## src/rtl/bit_serializer.sv

```systemverilog
// bit_serializer: parallel-in, serial-out frame shifter with idle gap.
// Registered outputs, IDLE/SHIFT/GAP control, async active-high reset.
module bit_serializer #(
    parameter int WIDTH      = 8,
    parameter bit MSB_FIRST  = 1'b1,
    parameter int GAP_CYCLES = 2,
    parameter bit IDLE_LEVEL = 1'b0
) (
    input  logic             clk,
    input  logic             reset,
    input  logic [WIDTH-1:0] data_in,
    input  logic             load_valid,
    output logic             load_ready,
    output logic             w_out,
    output logic             bit_valid,
    output logic             frame_done
);

    localparam int CW = $clog2(WIDTH) + 1;

    typedef enum logic [1:0] {
        S_IDLE  = 2'd0,
        S_SHIFT = 2'd1,
        S_GAP   = 2'd2
    } state_t;

    state_t           state_q, state_d;
    logic [WIDTH-1:0] sreg_q, sreg_d;
    logic [CW-1:0]    cnt_q, cnt_d, cnt_nx;
    logic [3:0]       gap_q, gap_d;
    logic             w_out_q, w_out_d;
    logic             bit_valid_q, bit_valid_d;
    logic             frame_done_q, frame_done_d;
    logic             load_ready_q, load_ready_d;

    // Next-state and next-output decode; outputs are computed one cycle
    // ahead so every port comes straight from a flop.
    always_comb begin
        state_d      = state_q;
        sreg_d       = sreg_q;
        cnt_d        = cnt_q;
        gap_d        = gap_q;
        cnt_nx       = cnt_q + 1'b1;
        w_out_d      = IDLE_LEVEL;
        bit_valid_d  = 1'b0;
        frame_done_d = 1'b0;
        load_ready_d = 1'b0;
        case (state_q)
            S_IDLE: begin
                load_ready_d = 1'b1;
                if (load_valid && load_ready_q) begin
                    state_d      = S_SHIFT;
                    sreg_d       = data_in;
                    cnt_d        = '0;
                    bit_valid_d  = 1'b1;
                    load_ready_d = 1'b0;
                    w_out_d      = MSB_FIRST ? data_in[WIDTH-1]
                                             : data_in[0];
                end
            end
            S_SHIFT: begin
                if (cnt_q == CW'(WIDTH - 1)) begin
                    cnt_d = '0;
                    gap_d = '0;
                    if (GAP_CYCLES == 0) begin
                        state_d      = S_IDLE;
                        load_ready_d = 1'b1;
                    end else begin
                        state_d = S_GAP;
                    end
                end else begin
                    cnt_d        = cnt_nx;
                    bit_valid_d  = 1'b1;
                    frame_done_d = (cnt_nx == CW'(WIDTH - 1));
                    if (MSB_FIRST) begin
                        sreg_d  = sreg_q << 1;
                        w_out_d = sreg_q[WIDTH-2];
                    end else begin
                        sreg_d  = sreg_q >> 1;
                        w_out_d = sreg_q[1];
                    end
                end
            end
            S_GAP: begin
                if (gap_q == 4'(GAP_CYCLES - 1)) begin
                    state_d      = S_IDLE;
                    gap_d        = '0;
                    load_ready_d = 1'b1;
                end else begin
                    gap_d = gap_q + 4'd1;
                end
            end
            default: begin
                state_d      = S_IDLE;
                sreg_d       = '0;
                cnt_d        = '0;
                gap_d        = '0;
                load_ready_d = 1'b1;
            end
        endcase
    end

    // State and registered outputs; reset aborts any frame in flight.
    always_ff @(posedge clk or posedge reset) begin
        if (reset) begin
            state_q      <= S_IDLE;
            sreg_q       <= '0;
            cnt_q        <= '0;
            gap_q        <= '0;
            w_out_q      <= IDLE_LEVEL;
            bit_valid_q  <= 1'b0;
            frame_done_q <= 1'b0;
            load_ready_q <= 1'b1;
        end else begin
            state_q      <= state_d;
            sreg_q       <= sreg_d;
            cnt_q        <= cnt_d;
            gap_q        <= gap_d;
            w_out_q      <= w_out_d;
            bit_valid_q  <= bit_valid_d;
            frame_done_q <= frame_done_d;
            load_ready_q <= load_ready_d;
        end
    end

    assign w_out      = w_out_q;
    assign bit_valid  = bit_valid_q;
    assign frame_done = frame_done_q;
    assign load_ready = load_ready_q;

endmodule

```

## config.mk

```make
export PLATFORM = sky130hd
export DESIGN_NAME = bit_serializer
export DESIGN_NICKNAME = d
export VERILOG_FILES = /design/src/rtl/bit_serializer.sv
export SDC_FILE = /design/constraint.sdc
export NUM_CORES = 1
export LEC_CHECK = 0
export CORE_MARGIN = 1.5
export CORE_UTILIZATION = 56
export CTS_CLUSTER_DIAMETER = 40
export CTS_CLUSTER_SIZE = 28
export DETAILED_ROUTE_END_ITERATION = 12
export PLACE_DENSITY_LB_ADDON = 0.05
export SYNTH_ARGS = -nofsm -noshare
export SYNTH_HDL_FRONTEND = slang
export SYNTH_SLANG_ARGS = --single-unit
```

## constraint.sdc

```tcl
create_clock -name clk -period 4.1 [get_ports clk]
set_input_delay 1.025 -clock clk [delete_from_list [all_inputs] [get_ports clk]]
set_output_delay 1.025 -clock clk [all_outputs]
set_load 0.005 [all_outputs]
```

==> results.cfg <==
[sta]
slew_headroom = 0.490
min_period_over_period = 0.577
period_minus_slack_ns = 2.37
max_freq_mhz = 422
clock_skew_ns = 0.00621
maxSlewViolCount = 0
hold_violations = 0
finalSetupViolations = 0
fin_setup_tns_ns = 0
setup_slack_ns = 1.73
rsz0062_at_grt = false
worst_slew_pin_slew_ns = 0.764

[cells_and_area]
final_util = 0.699
nFillCells = 146
layout.nets = 126
area_delta_synth_final_pct = 14.5
final-instance-count-excl-fill = 137
drive_above_1_share = 0.134
multi_input_area_um2 = 497
register_area_um2 = 527
n_antenna_cell = 0

[logic_synthesis]
synth_seq_cells = 21
synthTopCellsByCount = dfrtp_1 (20), nand2_1 (10), mux2i_1 (6), nor2_1 (6)
synth_cell_types = 34
synthesis.area_um2 = 1080
synth_xor_area_frac = 0
synth.top_cell.area_share = 0.465
synth-simple-area-share = 0.173
synth_edf_count = 0
synth_ff_type = dfrtp_1
netlist_instances = 98
synth_mux_area_frac = 0.0558
synth_most_common_cell = dfrtp_1
syn-num-nets = 111
synth_compound_area_frac = 0.209
synthAdderAreaFrac = 0.0233
synth_warnings = 0
synthArstFlopShare = 1.00
synth_top_family_by_area = compound AO/OA/AOI/OAI gates
syn_avg_cell_area_um2 = 11.0
seq_area_frac_synth = 0.490
yosys.area.top_type = dfrtp_1
yosys-top-cells-area = dfrtp_1 (47%), mux2i_1 (5.6%), o31ai_2 (4.7%)

[setup_path]
r2r_slack_ns = 2.45
crit_fanout = 3
crit_path_end_kind = primary output
cpMaxStageDelayCell = dfstp_2
crit_family = flip-flops
cp_slowest_stage_delay_ns = 0.55
startpoint_type = flop
path_buf_inv = 1
r2r_start = state_q[0]
cp.arrival_ns = 1.34
path_cells = clkdlybuf4s50_1
reg2reg_depth = 4
rr_endpoint = sreg_q[2]
critical_path_class = flop to primary output
path_depth = 1
critPathRequiredTime_ns = 3.07

[floorplanning]
core_um2 = 1760
rows = 15
top_level_ports = 15
dieArea_um2 = 2190
die_y_um = 46.8
start_util = 0.610
die_w_um = 46.8

[cts]
htreeDepth = 1
cts_buffers = 3
clk_path_buf_depth = 2
cts_tree = done
clockRootBuffer = clkbuf_4
ctsHoldBuffers = 0
cts_sinks = 21
post-cts-setup-buffer-count = 0
clk_pin_slew_ns = 0.11
worstSkewPairLatency_ns = 0.30
cts_resized = 0

[placement]
place_congestion = 0.814
hpwl_um = 1330
io_buffers = 14
dpl.cell_count = 133
dp_slack_ns = 1.75

[global_route]
grt_pass1_vias = 672
grt_pass1_wl_um = 3000
grt_max_degree = 22
track_usage = 0.194
grt_overflow = 0
antenna_found_initial = 0

[power]
power_density_nw_per_um2 = 621
vdd_ir_drop_max_uv = 338
leakagePower_uw = 0.000546
pwr-share-clk = 0.126
power_frac_comb = 0.399
power_switching_uw = 284
power_frac_seq = 0.476
internal_power_uw = 481
swShare = 0.371

[drt]
wl_met3_um = 58
antenna_left = 0
met1_length_um = 919
route.detailed.drc = 0
routed.top_layer = met4
vias_per_cell = 5.69
wl_um = 1820
wl_met2_um = 815
routedWlPerCell_um = 13.3
drtIter0Drc = 11
dr.pass1.iters = 4
vias = 780

[min_path]
hold_class = flop to flop
min_path_cells = 2
hold_start = sreg_q[1]
hold_end = sreg_q[1]

[run]
max-cap-violations = 0

[run_status]
status = finished, final reports clean
-- per-stage QoR --
step | hold WS (ns) | cell area, µm² | total power, µW
global route | 0.517 | 1230 | 823
CTS | 0.505 | 1230 | 776
detailed placement | 0.477 | 1210 | 679
finish | 0.497 | 1230 | 766
global placement | 0.466 | 1210 | 666
floorplan | 0.448 | 1080 | 608
-- routing by layer --
| metal | GRT usage | vias to the layer above |
|---|---|---|
| met1 | 0.269 | 375 |
| met4 | 0.0833 | 0 |
| met5 | 0 | - |
| met3 | 0.0346 | 4 |
| li1 | - | 385 |
| met2 | 0.299 | 16 |
-- worst reg2reg max path, delay by kind of cell, from the launching register on --
kind               cells  cell delay, ns
and+or+nand+nor        2            0.30
AOI/OAI and AO/OA      2            0.47
DFF                    1            0.81
-- power by group through the flow --
stage          combinational (µW)  sequential (µW)  clock [µW]
2_1_floorplan                 273              335           0
4_1_cts                       309              366         101
3_3_place_gp                  300              367           0
5_1_grt                       339              375         110
6_report                      305              364        96.4
3_5_place_dp                  310              370           0
-- state kept, by name, summed over array words and instances, names as in the netlist --
name        flops
sreg_q          7
cnt_q           4
gap_q           4
state_q         2
bit_valid       1
frame_done      1
load_ready      1
w_out           1
-- cell families (layout without fill, tap and decap cells) --
| group | Yosys count | count (layout) |
|---|---|---|
| buffers and inverters | 7 | 21 |
| adders and majority gates | 2 | 2 |
| and+or+nand+nor | 34 | 34 |
| DFF | 21 | 21 |
| AOI/OAI and AO/OA | 28 | 28 |
| muxes | 6 | 6 |
-- how the worst max path moves through the flow --
stage                     from  slack [ns]    endpoint
floorplan           load_valid        2.30   bit_valid
global placement    load_valid        1.79   sreg_q[0]
detailed placement  load_valid        1.75   sreg_q[2]
CTS                 load_ready        1.71  load_ready
global route        load_ready        1.69  load_ready
finish              load_ready        1.73  load_ready
-- cell usage in the layout, fill, tap and decap left out --
master           synthesis  final
nand3_1                  2      2
a31oi_1                  1      1
nor2b_1                  2      2
o21ai_1                  1      1
nor2_1                   6      6
or2b_1                   1      1
and3b_2                  1      1
a21oi_1                  4      4
clkdlybuf4s50_1          0     14
mux2i_1                  6      6
a21o_1                   1      1
dfrtp_1                 20     20
o22ai_1                  1      1
a22o_1                   1      1
nand2b_1                 2      2
nand2b_4                 1      1
o21ai_0                  5      5
o2111a_1                 1      1
ha_1                     2      2
and3b_1                  1      1
clkbuf_4                 0      3
nor3_1                   2      2
or2_2                    3      3
a22o_2                   1      1
o31ai_1                  5      5
nand3b_1                 2      2
o22a_1                   1      1
clkbuf_1                 0      1
o31ai_2                  4      4
o2bb2ai_1                1      1
inv_1                    3      3
nand2_1                 10     10
dfstp_2                  1      1
o22ai_4                  1      1
nor3b_1                  1      1
-- final cells by class --
type                    instances  share of cell area
inverters                       3             0.00914
well taps                      25              0.0254
flip-flops and latches         21               0.427
clock buffers                   4              0.0213
repair buffers                 14               0.114
multi-input cells              70               0.403
Power figures use the tool's default switching activity.
